`src/rtl/mul_ctrl.sv`:
```
// mul_ctrl: sequencer for the repeated-addition multiplier; optional ADD timeout via MUL_CTRL_TIMEOUT_EN
module mul_ctrl #(
  parameter int MAX_ITER = 1024
) (
  input  logic clk,
  input  logic rst,
  input  logic start,
  input  logic eqz,
  output logic ldA,
  output logic ldB,
  output logic ldP,
  output logic clrP,
  output logic decB,
  output logic busy,
  output logic done,
  output logic err
);
  typedef enum logic [2:0] {IDLE, LOAD_A, LOAD_B, ADD, DONE} state_t;
  state_t state_q, state_d;
  logic to;
`ifdef MUL_CTRL_TIMEOUT_EN
  logic [15:0] cnt_q;
  assign to = state_q == ADD && !eqz && cnt_q == 16'(MAX_ITER);
  // iteration counter and sticky timeout flag, cleared on the way back to IDLE
  always_ff @(posedge clk or posedge rst)
    if (rst) begin
      cnt_q <= '0;
      err   <= 1'b0;
    end else begin
      cnt_q <= state_q == LOAD_B ? '0 : ldP ? cnt_q + 16'd1 : cnt_q;
      err   <= to | (err & state_d != IDLE);
    end
`else
  assign to  = 1'b0;
  assign err = 1'b0;
`endif
  assign ldP  = state_q == ADD && !eqz && !to;
  assign decB = ldP;
  // next state; unused encodings fall back to IDLE
  always_comb
    state_d = state_q == IDLE   ? (start ? LOAD_A : IDLE) :
              state_q == LOAD_A ? LOAD_B :
              state_q == LOAD_B ? ADD :
              state_q == ADD    ? (eqz || to ? DONE : ADD) :
              state_q == DONE   ? (start ? DONE : IDLE) : IDLE;
  // state register with Moore outputs registered from the next state
  always_ff @(posedge clk or posedge rst)
    if (rst) begin
      state_q <= IDLE;
      ldA     <= 1'b0;
      ldB     <= 1'b0;
      clrP    <= 1'b0;
      busy    <= 1'b0;
      done    <= 1'b0;
    end else begin
      state_q <= state_d;
      ldA     <= state_d == LOAD_A;
      ldB     <= state_d == LOAD_B;
      clrP    <= state_d == LOAD_B;
      busy    <= state_d != IDLE;
      done    <= state_d == DONE;
    end
endmodule

```
`config.mk`:
```
export PLATFORM = sky130hd
export DESIGN_NAME = mul_ctrl
export DESIGN_NICKNAME = d
export VERILOG_FILES = /design/src/rtl/mul_ctrl.sv
export SDC_FILE = /design/constraint.sdc
export NUM_CORES = 1
export LEC_CHECK = 0
export ABC_CLOCK_PERIOD_IN_PS = 1500
export BUFFER_PORTS_ARGS = -buffer_cell sky130_fd_sc_hd__buf_4
export CORE_AREA = 3 3 40 42
export CTS_BUF_LIST = sky130_fd_sc_hd__clkbuf_2
export CTS_CLUSTER_DIAMETER = 150
export DETAILED_ROUTE_END_ITERATION = 8
export DIE_AREA = 0 0 43 45
export PLACE_DENSITY = 0.46
export SKIP_CTS_REPAIR_TIMING = 1
export SLEW_MARGIN = 20
export SYNTH_ARGS = -nofsm -noshare
export SYNTH_HDL_FRONTEND = slang
export SYNTH_SLANG_ARGS = --single-unit
export TNS_END_PERCENT = 10
```
`constraint.sdc`:
```
create_clock -name clk -period 1.5 [get_ports clk]
set_input_delay 0.075 -clock clk [delete_from_list [all_inputs] [get_ports clk]]
set_output_delay 0.075 -clock clk [all_outputs]
set_load 0.02 [all_outputs]
```
==> impl_metrics.csv <==
group,metric,value,unit
run_status,run_status,"finished clean",
timing,whs,56.2,ps
routing,wl_per_cell,11.4,um
flow_run,cap_violations,0,
worst_setup_path,cp_cell_sequence,"and4bb_1, buf_4",
logic_synthesis,syn_area,318,um^2
cts,numCtsBuffers,3,
cts,htreeDepth,1,
logic_synthesis,yosysWarningCount,0,
place,hpwl,430,um
cells_and_area,diodes,0,
timing,fin_crit_sh,80.7,%
timing,finalSetupTns,0,ps
worst_setup_path,crit_arrival,1140,ps
floorplan,die_w,43,um
grt,grt_max_degree,10,
min_path,hold_path_depth,2,
logic_synthesis,synthDistinctLibCells,16,
worst_setup_path,regToRegStartpoint,"state_q[1]$_DFF_PP0_",
place,io_buffers,10,
worst_setup_path,path_max_fanout,7,
cells_and_area,final_nets,42,
routing,drtPass1Iterations,2,
worst_setup_path,endpoint_kind,"primary output",
worst_setup_path,setup.worst_path.start_class,"flop",
logic_synthesis,yosysSeqAreaShare,55.1,%
worst_setup_path,critical-path-max-stage-delay,460,ps
logic_synthesis,synth_top_area_cell,"dfrtp_1",
logic_synthesis,postSynthAreaPerCell,12.2,um^2
floorplan,die_area,1940,um^2
worst_setup_path,path_class,"flop to primary output",
cts,cts_tree,"built",
place,gp_congestion,0.727,
logic_synthesis,yosys.area.top_type_share,55.1,%
power,p_leak,0.203,nW
min_path,hp-class,"primary input to flop",
floorplan,die_h,45,um
worst_setup_path,cp_slowest_cell,"dfrtp_1",
worst_setup_path,ff2ff_setup_slack,570,ps
routing,vias,210,
timing,fin_skew,1.58,ps
worst_setup_path,rr_endpoint,"state_q[0]$_DFF_PP0_",
routing,routed_via_density,4.04,
floorplan,core_area,1280,um^2
logic_synthesis,synthTopCellsByArea,"dfrtp_1 55%, buf_4 7.1%, o21ai_1 4.7%",
cells_and_area,area_growth,28.3,%
routing,ant_nets,0,
routing,routed_wl,591,um
worst_setup_path,r2r_cells,2,
cts,clk_pin_slew,80,ps
routing,drc_errors,0,
logic_synthesis,syn-instance-count,26,
timing,fmax,826,MHz
floorplan,io_pins,12,
worst_setup_path,required,1420,ps
cts,clock-sinks,7,
grt,grt_pass1_wl,1.05,mm
grt,grt_usage,8.21,%
grt,antenna_found_initial,0,
power,ir_drop,0.561,mV
grt,grt_pass1_vias,225,
logic_synthesis,synth_seq_cells,7,
cts,clockRootBuffer,"clkbuf_2",
routing,drt_iter0_markers,1,
timing,hold_violations,0,
min_path,hold_end,"state_q[1]$_DFF_PP0_",
timing,slew_violations,0,
cts,clk_path_buf_depth,2,
min_path,hp-start,"eqz",
timing,fin_crit,1210,ps
grt,overflow,0,
cts,worst_skew_pair.late_latency,230,ps
logic_synthesis,syn-num-nets,30,
timing,finalSetupViolCount,0,
floorplan,rows,13,
power,power.density,2090,nW/um^2
floorplan,start_util,24.7,%
cells_and_area,drive_gt1_share,43.2,%
timing,rsz0062_at_grt,"no",
power,power.total,853,uW
place,place_area,378,um^2
cells_and_area,fin_area,408,um^2
[routing by layer]
| layer | global-route usage [%] | up-vias | part of all wire [%] |
|---|---|---|---|
| met5 | 0 | - | 0 |
| met4 | 12.7 | 0 | 3.7 |
| met3 | 2.79 | 2 | 6.1 |
| met2 | 10.5 | 10 | 46 |
| met1 | 8.60 | 91 | 44 |
| li1 | - | 107 | - |
[how the worst max path moves through the flow]
stage,start,end,depth (start not counted)
after floorplan,state_q[2]$_DFF_PP0_,ldP,2
after global placement,state_q[2]$_DFF_PP0_,ldP,2
after detailed placement,state_q[2]$_DFF_PP0_,ldP,2
after CTS,state_q[2]$_DFF_PP0_,ldP,2
after global routing,state_q[1]$_DFF_PP0_,ldP,2
final,state_q[2]$_DFF_PP0_,ldP,2
[worst max-delay path: cells and delay by family (launching register included)]
family / cells / cell delay (ps)
DFF: 1 / 460
and+or+nand+nor: 1 / 300
buffers and inverters: 1 / 150
[cells in the final DEF (no fill, tap or decap), types with 3 or more instances in the layout]
master / instances
clkbuf_2: 3
dfrtp_1: 7
o21ai_1: 3
buf_4: 10
[state kept, by name, indices dropped and copies added, names as in the netlist]
name and flops:
ldB 1, busy 1, state_q 3, ldA 1, done 1
[layout make-up]
| class | instances | area, um^2 |
|---|---|---|
| clock inverter | 1 | 5.00 |
| timing repair buffer | 11 | 85.1 |
| fill | 141 | 877 |
| inverter | 1 | 3.75 |
| clock buffer | 3 | 15.0 |
| sequential | 7 | 175 |
| multi-input combinational | 14 | 105 |
| tap | 15 | 18.8 |
[cells by family after synthesis]
kind of cell,Yosys count,share of synthesized area [%]
AOI/OAI and AO/OA,7,15.0
DFF,7,55.1
and+or+nand+nor,6,16.9
buffers and inverters,5,11.8
other,1,1.18
[power breakdown]
| part | total, mW | internal [mW] | switching, mW |
|---|---|---|---|
| clock network | 0.135 | 0.0604 | 0.0745 |
| registers | 0.353 | 0.266 | 0.0866 |
| logic | 0.365 | 0.182 | 0.182 |
| total | 0.853 | 0.509 | 0.343 |
[cells in the mapped netlist, drive strengths merged]
cell	n
nor3b	1
conb	1
and4bb	1
a31oi	1
nand2b	2
nand4b	1
nor3	1
inv	1
o21ai	3
dfrtp	7
a21oi	1
o21bai	1
a21bo	1
buf	4
[stage by stage]
step	std cells	util [%]	setup slack, ps
after global routing	52	31.7	215
after detailed placement	47	29.4	555
after floorplan	26	-	434
after global placement	47	29.4	577
after CTS	51	31.0	280
final	52	31.7	289
Power figures use the tool's default switching activity.
